$ cat src/rtl/pipe_stage_pkg.sv
// Shared types and defaults for the reusable pipeline-stage register.
//
// Contents:
//   PIPE_CTRL_WIDTH / PIPE_DATA_WIDTH  default bundle widths
//   m_event_e                          what happens to the main register on the next edge
//
// Optional feature macro used by the stage: PIPE_SKID_EN.
package pipe_stage_pkg;

    localparam int unsigned PIPE_CTRL_WIDTH = 8;
    localparam int unsigned PIPE_DATA_WIDTH = 32;

    // Next-edge action for the main register.
    typedef enum logic [1:0] {
        EvHold,   // keep current entry
        EvLoad,   // take a new entry (from skid or input)
        EvBubble, // become empty; ctrl forced to 0, data kept
        EvFlush   // discard; same effect as bubble, highest priority
    } m_event_e;

endpackage

$ cat src/rtl/pipe_skid_buf.sv
// Skid register S for pipe_stage: holds one extra entry while the main register
// is stalled, and hands it back when the main register drains.
//
// Only built when PIPE_SKID_EN is defined; otherwise this file is empty.
//
// Ports:
//   clk, rst_n   clock, asynchronous active-low reset
//   flush_i      drop the held entry (highest priority)
//   load_i       capture ctrl_i/data_i
//   drain_i      entry is being moved into the main register
//   ctrl_i       control bundle to capture
//   data_i       data bundle to capture
//   valid_o      S holds an entry
//   ctrl_o       held control bundle (0 when empty)
//   data_o       held data bundle
`ifdef PIPE_SKID_EN
module pipe_skid_buf #(
    parameter int unsigned CTRL_WIDTH = 8,
    parameter int unsigned DATA_WIDTH = 32
) (
    input  logic                  clk,
    input  logic                  rst_n,
    input  logic                  flush_i,
    input  logic                  load_i,
    input  logic                  drain_i,
    input  logic [CTRL_WIDTH-1:0] ctrl_i,
    input  logic [DATA_WIDTH-1:0] data_i,
    output logic                  valid_o,
    output logic [CTRL_WIDTH-1:0] ctrl_o,
    output logic [DATA_WIDTH-1:0] data_o
);

    logic                  valid_q, valid_d;
    logic [CTRL_WIDTH-1:0] ctrl_q, ctrl_d;
    logic [DATA_WIDTH-1:0] data_q, data_d;

    // load and drain never coincide: load needs an input fire, which needs S empty.
    always_comb begin
        valid_d = valid_q;
        ctrl_d  = ctrl_q;
        data_d  = data_q;
        if (flush_i || drain_i) begin
            valid_d = 1'b0;
            ctrl_d  = '0;
        end else if (load_i) begin
            valid_d = 1'b1;
            ctrl_d  = ctrl_i;
            data_d  = data_i;
        end
    end

    always_ff @(posedge clk or negedge rst_n) begin
        if (!rst_n) begin
            valid_q <= 1'b0;
            ctrl_q  <= '0;
            data_q  <= '0;
        end else begin
            valid_q <= valid_d;
            ctrl_q  <= ctrl_d;
            data_q  <= data_d;
        end
    end

    assign valid_o = valid_q;
    assign ctrl_o  = ctrl_q;
    assign data_o  = data_q;

endmodule
`endif

$ cat src/rtl/pipe_stage.sv
// Reusable pipeline-stage register carrying a control and a data bundle between
// core stages with a valid/ready handshake, stall back-pressure, flush and
// bubble insertion.
//
// Configuration macro: PIPE_SKID_EN
//   defined   - two-entry stage (main + skid register), in_ready_o is registered
//   undefined - single-entry stage, in_ready_o = ~valid | out_ready_i (combinational)
//
// Ports:
//   clk, rst_n    clock, asynchronous active-low reset
//   flush_i       discard all held entries; a same-cycle input is dropped
//   in_valid_i    upstream entry valid
//   in_ready_o    stage accepts an entry this cycle
//   in_ctrl_i     upstream control bundle
//   in_data_i     upstream data bundle
//   out_valid_o   output entry valid
//   out_ready_i   downstream accepts the output entry
//   out_ctrl_o    control bundle, 0 whenever out_valid_o = 0
//   out_data_o    data bundle (not cleared by bubbles)
module pipe_stage
    import pipe_stage_pkg::*;
#(
    parameter int unsigned CTRL_WIDTH = PIPE_CTRL_WIDTH,
    parameter int unsigned DATA_WIDTH = PIPE_DATA_WIDTH
) (
    input  logic                  clk,
    input  logic                  rst_n,
    input  logic                  flush_i,
    input  logic                  in_valid_i,
    output logic                  in_ready_o,
    input  logic [CTRL_WIDTH-1:0] in_ctrl_i,
    input  logic [DATA_WIDTH-1:0] in_data_i,
    output logic                  out_valid_o,
    input  logic                  out_ready_i,
    output logic [CTRL_WIDTH-1:0] out_ctrl_o,
    output logic [DATA_WIDTH-1:0] out_data_o
);

    logic                  m_valid_q, m_valid_d;
    logic [CTRL_WIDTH-1:0] m_ctrl_q, m_ctrl_d;
    logic [DATA_WIDTH-1:0] m_data_q, m_data_d;

    logic                  in_fire;
    logic                  out_fire;
    logic [CTRL_WIDTH-1:0] src_ctrl;
    logic [DATA_WIDTH-1:0] src_data;
    m_event_e              m_ev;

    assign out_fire = m_valid_q & out_ready_i;
    assign in_fire  = in_valid_i & in_ready_o;

`ifdef PIPE_SKID_EN
    logic                  s_valid;
    logic [CTRL_WIDTH-1:0] s_ctrl;
    logic [DATA_WIDTH-1:0] s_data;
    logic                  m_load;
    logic                  s_load;
    logic                  s_drain;

    assign m_load  = ~m_valid_q | out_fire;
    // Second entry parks in S only while M is stuck.
    assign s_load  = in_fire & m_valid_q & ~out_fire;
    assign s_drain = m_load & s_valid;

    // Registered ready: depends only on S, never on out_ready_i.
    assign in_ready_o = ~s_valid;

    // S is older than anything on the input, so it always wins.
    assign src_ctrl = s_valid ? s_ctrl : in_ctrl_i;
    assign src_data = s_valid ? s_data : in_data_i;

    pipe_skid_buf #(
        .CTRL_WIDTH (CTRL_WIDTH),
        .DATA_WIDTH (DATA_WIDTH)
    ) u_skid (
        .clk     (clk),
        .rst_n   (rst_n),
        .flush_i (flush_i),
        .load_i  (s_load),
        .drain_i (s_drain),
        .ctrl_i  (in_ctrl_i),
        .data_i  (in_data_i),
        .valid_o (s_valid),
        .ctrl_o  (s_ctrl),
        .data_o  (s_data)
    );

    always_comb begin
        m_ev = EvHold;
        if (flush_i) begin
            m_ev = EvFlush;
        end else if (m_load) begin
            m_ev = (s_valid || in_fire) ? EvLoad : EvBubble;
        end
    end
`else
    assign in_ready_o = ~m_valid_q | out_ready_i;
    assign src_ctrl   = in_ctrl_i;
    assign src_data   = in_data_i;

    always_comb begin
        m_ev = EvHold;
        if (flush_i) begin
            m_ev = EvFlush;
        end else if (in_fire) begin
            m_ev = EvLoad;
        end else if (out_fire) begin
            m_ev = EvBubble;
        end
    end
`endif

    // Bubbles and flushes zero ctrl so a dead slot can never write state downstream.
    always_comb begin
        m_valid_d = m_valid_q;
        m_ctrl_d  = m_ctrl_q;
        m_data_d  = m_data_q;
        unique case (m_ev)
            EvLoad: begin
                m_valid_d = 1'b1;
                m_ctrl_d  = src_ctrl;
                m_data_d  = src_data;
            end
            EvBubble, EvFlush: begin
                m_valid_d = 1'b0;
                m_ctrl_d  = '0;
            end
            EvHold: ;
            default: ;
        endcase
    end

    always_ff @(posedge clk or negedge rst_n) begin
        if (!rst_n) begin
            m_valid_q <= 1'b0;
            m_ctrl_q  <= '0;
            m_data_q  <= '0;
        end else begin
            m_valid_q <= m_valid_d;
            m_ctrl_q  <= m_ctrl_d;
            m_data_q  <= m_data_d;
        end
    end

    assign out_valid_o = m_valid_q;
    assign out_ctrl_o  = m_ctrl_q;
    assign out_data_o  = m_data_q;

endmodule

$ cat config.mk
export PLATFORM = sky130hd
export DESIGN_NAME = pipe_stage
export DESIGN_NICKNAME = d
export VERILOG_FILES = /design/src/rtl/pipe_stage_pkg.sv /design/src/rtl/pipe_skid_buf.sv /design/src/rtl/pipe_stage.sv
export SDC_FILE = /design/constraint.sdc
export NUM_CORES = 1
export LEC_CHECK = 0
export CELL_PAD_IN_SITES_DETAIL_PLACEMENT = 1
export CELL_PAD_IN_SITES_GLOBAL_PLACEMENT = 1
export CORE_MARGIN = 2
export CORE_UTILIZATION = 47
export CTS_CLUSTER_SIZE = 8
export DETAILED_ROUTE_END_ITERATION = 8
export DONT_BUFFER_PORTS = 1
export PLACE_DENSITY = 0.85
export SYNTH_ARGS = -nofsm -noshare
export SYNTH_HDL_FRONTEND = slang
export SYNTH_HIERARCHICAL = 1
export SYNTH_SLANG_ARGS = --single-unit
$ cat constraint.sdc
create_clock -name clk -period 1.42 [get_ports clk]
set_clock_uncertainty 0.05 [all_clocks]
set_input_delay 0.071 -clock clk [delete_from_list [all_inputs] [get_ports clk]]
set_output_delay 0.071 -clock clk [all_outputs]
set_load 0.1 [all_outputs]
==> summary.md, run 1 <==
| Metric | Value |
|---|---|
| Status | `aborted with a tool error` |
| Stop stage | `global routing` |
| Error msg | `[ERROR GRT-0232] Routing congestion too high. Check the congestion heatmap in the GUI.` |
| Area share of the largest cell type after synthesis | `64.1%` |
| Synth Area per Inst | `16.0 um^2` |
| WEP type | `sequential cell input` |
| Placed Area | `1940 um^2` |
| Yosys warning total | `6` |
| Synth Area in Simple Gates | `3.52%` |
| Synth area leaders | `dfrtp_1 64%, mux2_2 21%, a32oi_1 4.4%` |
| GRT Total Usage | `57.4%` |
| Area share of xor/xnor cells in the synthesized design | `0%` |
| Die width | `62.4 um` |
| Clock Path Buffers | `2` |
| Post-synthesis compound-gate area fraction | `4.69%` |
| Synthesized-area fraction occupied by adder cells | `0%` |
| Starting density of the core | `48.3%` |
| Die H | `62.4 um` |
| Post-synthesis mux area share | `23.6%` |
| Initial antenna violation count | `1` |
| Synth area leader | `dfrtp_1` |
| IO Pins | `87` |
| Largest family of logic cells by synthesized area | `multiplexers` |
| CTS buffer count | `5` |
| GR Overflow Total | `4` |
| Largest net degree at the start of global routing | `42` |
| DP HPWL | `2740 um` |
| Mapped Nets | `145` |
| IO Port Bufs | `0` |
| Post-Syn Area | `1600 um^2` |
| Worst_ep grt | `out_data_o[10]$_DFFE_PN0N_/D` |
| Cell Rows | `21` |
| Placer Congestion | `0.696` |
| Num Clock Sinks | `41` |
| Register area share after synthesis | `64.1%` |
| Gate Count Post-Synth | `100` |
| Synthesized flop and latch total | `41` |
| Synth cell types | `12` |
| Clock Tree Root | `clkbuf_4` |
| Clock H-tree levels | `2` |
-- cells in the mapped netlist --
master / count
a21oi_1: 1
nand2b_1: 1
mux2_2: 30
dfrtp_1: 41
mux2_4: 2
mux2i_1: 1
buf_2: 1
a32oi_1: 8
buf_6: 5
nand3b_4: 1
nor2_1: 8
inv_1: 1
-- per-stage QoR --
step                      hold WS, ns  cells  setup TNS (ns)  setup WS [ns]
after CTS                      -0.306    226               0         0.0225
after detailed placement       -0.274    183               0         0.0128
after global placement         -0.274    183               0         0.0994
after floorplan                -0.275    100           -1.35        -0.0473
-- timing repair --
item                                    CTS
hold endpoints to repair                 82
setup buffers                             0
gates resized for setup                   2
gates cloned                              0
endpoints found under the setup margin    4
hold buffers                             35
-- cells by family after synthesis --
| family | Yosys count |
|---|---|
| flops | 41 |
| mux | 33 |
| simple gates | 10 |
| compound gates | 9 |
| buf+inv | 7 |
-- per-layer routing --
layer  overflow  GRT usage [%]
met1          0           56.9
met2          3           78.8
met3          0           34.4
met4          1           61.4
met5          0              0
==> run 2, diff against run 1 <==
- CELL_PAD_IN_SITES_DETAIL_PLACEMENT: 1 -> not set
- CELL_PAD_IN_SITES_GLOBAL_PLACEMENT: 1 -> not set
- CORE_UTILIZATION: 47 -> 40
- CTS_CLUSTER_SIZE: 8 -> not set
- PLACE_DENSITY: 0.85 -> not set
- PLACE_DENSITY_LB_ADDON: not set -> 0.15
==> run 2 against run 1 <==
The flow now finishes without violations. Synthesized area stayed put. Synthesized cell count unchanged.
==> summary.md, run 2 <==
| Metric | Value |
|---|---|
| Status | `completed` |
| Area grow syn2layout | `56.1%` |
| Clock Path Buffers | `2 (unchanged)` |
| Top layer in use | `met4` |
| # diodes | `0` |
| Fin cells | `237` |
| Commonest non-fill, non-tap cell in the layout | `dlygate4sd3_1` |
| Placer Congestion | `0.727 (+4.5%)` |
| F_max | `0.744 GHz` |
| First-pass GRT wire length | `5820 um` |
| GRT Total Usage | `17.9%` |
| RSZ-0062 raised after global routing | `false` |
| Clk slew on worst S/H paths | `0.07 ns` |
| CTS buffer count | `5 (unchanged)` |
| Gate Count Post-Synth | `100 (unchanged)` |
| Cell Rows | `22 (+4.8%)` |
| Min Clock Period, post-route | `1.34 ns` |
| Core ar. | `3740 um^2` |
| Critical Path End Type | `flip-flop` |
| WL met2 | `2010 um` |
| Largest family of logic cells by synthesized area | `multiplexers` |
| Largest register FFs | `32` |
| Critical Path Fanout Max | `7` |
| Via count | `1158` |
| Tcrit/Tclk final | `94.6%` |
| Synth area leader | `dfrtp_1` |
| Skew-Pair Late Insertion Delay | `0.29 ns` |
| Area share of xor/xnor cells in the synthesized design | `0% (unchanged)` |
| Worst R2R Setup Slack | `0.08 ns` |
| Ys async rst share | `100% (unchanged)` |
| CP Data Required Time | `1.54 ns` |
| Final ANT Viol Nets | `0` |
| DP HPWL | `2310 um (-16%)` |
| Synth Area per Inst | `16.0 um^2 (unchanged)` |
| Initial DRT Pass Iterations | `3` |
| Clock Tree Root | `clkbuf_8` |
| Kind of critical path | `reg -> reg` |
| Fin util | `66.7%` |
| DR WL/cell | `16.1 um` |
| Leakage power | `1.15 nW` |
| Die H | `67.3 um (+7.9%)` |
| Synth area leaders | `dfrtp_1 64%, mux2_2 21%, a32oi_1 4.4%` |
| Post-synthesis compound-gate area fraction | `4.69% (unchanged)` |
| Post-Syn Area | `1600 um^2 (unchanged)` |
| Most frequent cell after synthesis | `dfrtp_1` |
| Via density | `4.89` |
| Yosys warning total | `6 (unchanged)` |
| DRC viols | `0` |
| Synth cell types | `12 (unchanged)` |
| Max Cap Viol | `0` |
| Die width | `67.3 um (+7.9%)` |
| Rel. slew slack | `70.0%` |
| Num Clock Sinks | `41 (unchanged)` |
| Starting density of the core | `42.7% (-5.6 points)` |
| Metal3 WL | `286 um` |
| Routed WL | `3820 um` |
| Mapped Nets | `145 (unchanged)` |
| Synthesized flop and latch total | `41 (unchanged)` |
| Ys flop type | `dfrtp_1` |
| Initial DRC Count | `57` |
| # nets final | `234` |
| Synth Area in Simple Gates | `3.52% (unchanged)` |
| Post-synthesis mux area share | `23.6% (unchanged)` |
| Most used cells in the layout excluding fill and tap cells | `43 x dlygate4sd3_1, 42 x buf_4, 40 x dfrtp_1` |
| Register area share after synthesis | `64.1% (unchanged)` |
| IO Pins | `87 (unchanged)` |
| Clock H-tree levels | `2 (unchanged)` |
| Worst setup margin | `0.0766 ns` |
| Final setup viols | `0` |
| Initial antenna violation count | `0` |
| M1 wire length | `1490 um` |
| Arr. time, crit path | `1.47 ns` |
| EDFF count, synth | `0 (unchanged)` |
| Area share of the largest cell type after synthesis | `64.1% (unchanged)` |
| Die area | `4520 um^2` |
| Number of global-route vias before repair | `1216` |
| Peak VDD IR | `1130 uV` |
| Synthesized-area fraction occupied by adder cells | `0% (unchanged)` |
| Inst Count DP | `186 (+1.6%)` |
| Worst Hold Class | `in -> reg` |
| Pwr/cell area | `1660 nW/um^2` |
| Crit start category | `flip-flop` |
| Min Hold Slack | `0.109 ns` |
| GR Overflow Total | `0` |
| Slew Viols, Final | `0` |
| Pre-CTS WS | `-0.0357 ns (-0.0485 ns)` |
| CTS tree | `built` |
| Top cells by count, synth | `41 x dfrtp_1, 30 x mux2_2, 8 x a32oi_1, 8 x nor2_1, 5 x buf_6` |
| IO Port Bufs | `0 (unchanged)` |
| Fin. Hold Viols | `0` |
| Largest net degree at the start of global routing | `42` |
| Layout cells sized above 1 | `46.0%` |
| Tightest Pin Transition | `0.442 ns` |
## run 2: cell counts after synthesis
Identical to the previous run, type by type.
## run 2: what timing repair did
action / 4_1_cts / 5_1_grt
hold buffers: 44 / 0
buffers inserted: 0 / 0
setup endpoints to repair: 1 / 3
hold endpoints to repair: 82 / 0
resized for setup: 1 / 1
## run 2: routing by layer
metal	GRT usage (%)	vias to the layer above
met1	19.7	561
met4	6.12	0
met5	0	-
li1	-	535
met3	5.50	5
met2	32.7	57
## run 2: stage by stage
step	setup TNS (ns)	power [W]	area, um^2
CTS	0	0.00416	2490
detailed placement	-0.0357	0.00327	1950
finish	0	0.00413	2500
global route	0	0.00428	2500
global placement	0	0.00325	1950
floorplan	-1.35	0.00294	1610
## run 2: final cells by class
cell class	instances	area [um^2]
Fill cell	269	1250
Timing Repair Buffer	88	797
Inverter	1	3.75
Multi-Input combinational cell	52	520
Tap cell	48	60.1
Sequential cell	41	1030
Clock buffer	7	86.3
## run 2: worst paths after layout
| path | depth (start not counted) | to | startpoint |
|---|---|---|---|
| setup / recovery | 4 | out_data_o[9] | out_valid_o |
| hold / removal | 3 | out_ctrl_o[2] | out_ready_i |
| setup reg to reg | 4 | out_data_o[9] | out_valid_o |
| hold reg to reg | 1 | out_data_o[8] | out_data_o[8] |
| max in group asynchronous | 2 | out_valid_o | rst_n |
| min in group asynchronous | 2 | out_ctrl_o[3] | rst_n |
## run 2: logic make-up (layout without fill, tap and decap cells)
kind of cell | Yosys count | count (layout)
buffers and inverters | 7 | 96
AO/OA/AOI/OAI | 9 | 9
multiplexers | 33 | 33
AND/OR/NAND/NOR | 10 | 10
flip-flops | 41 | 41
## run 2: where the power goes
group          leakage (nW)  internal, W  switching [W]
clock network        0.0443     0.000385       0.000361
logic                 0.610     0.000461        0.00149
registers             0.495      0.00134      0.0000938
## run 2: worst max-delay path, stage by stage (launching register included)
cell	delay, ns
dfrtp_4	0.51
nand2b_4	0.10
nand3b_4	0.09
buf_4	0.18
mux2_4	0.30
Power figures use the tool's default switching activity.
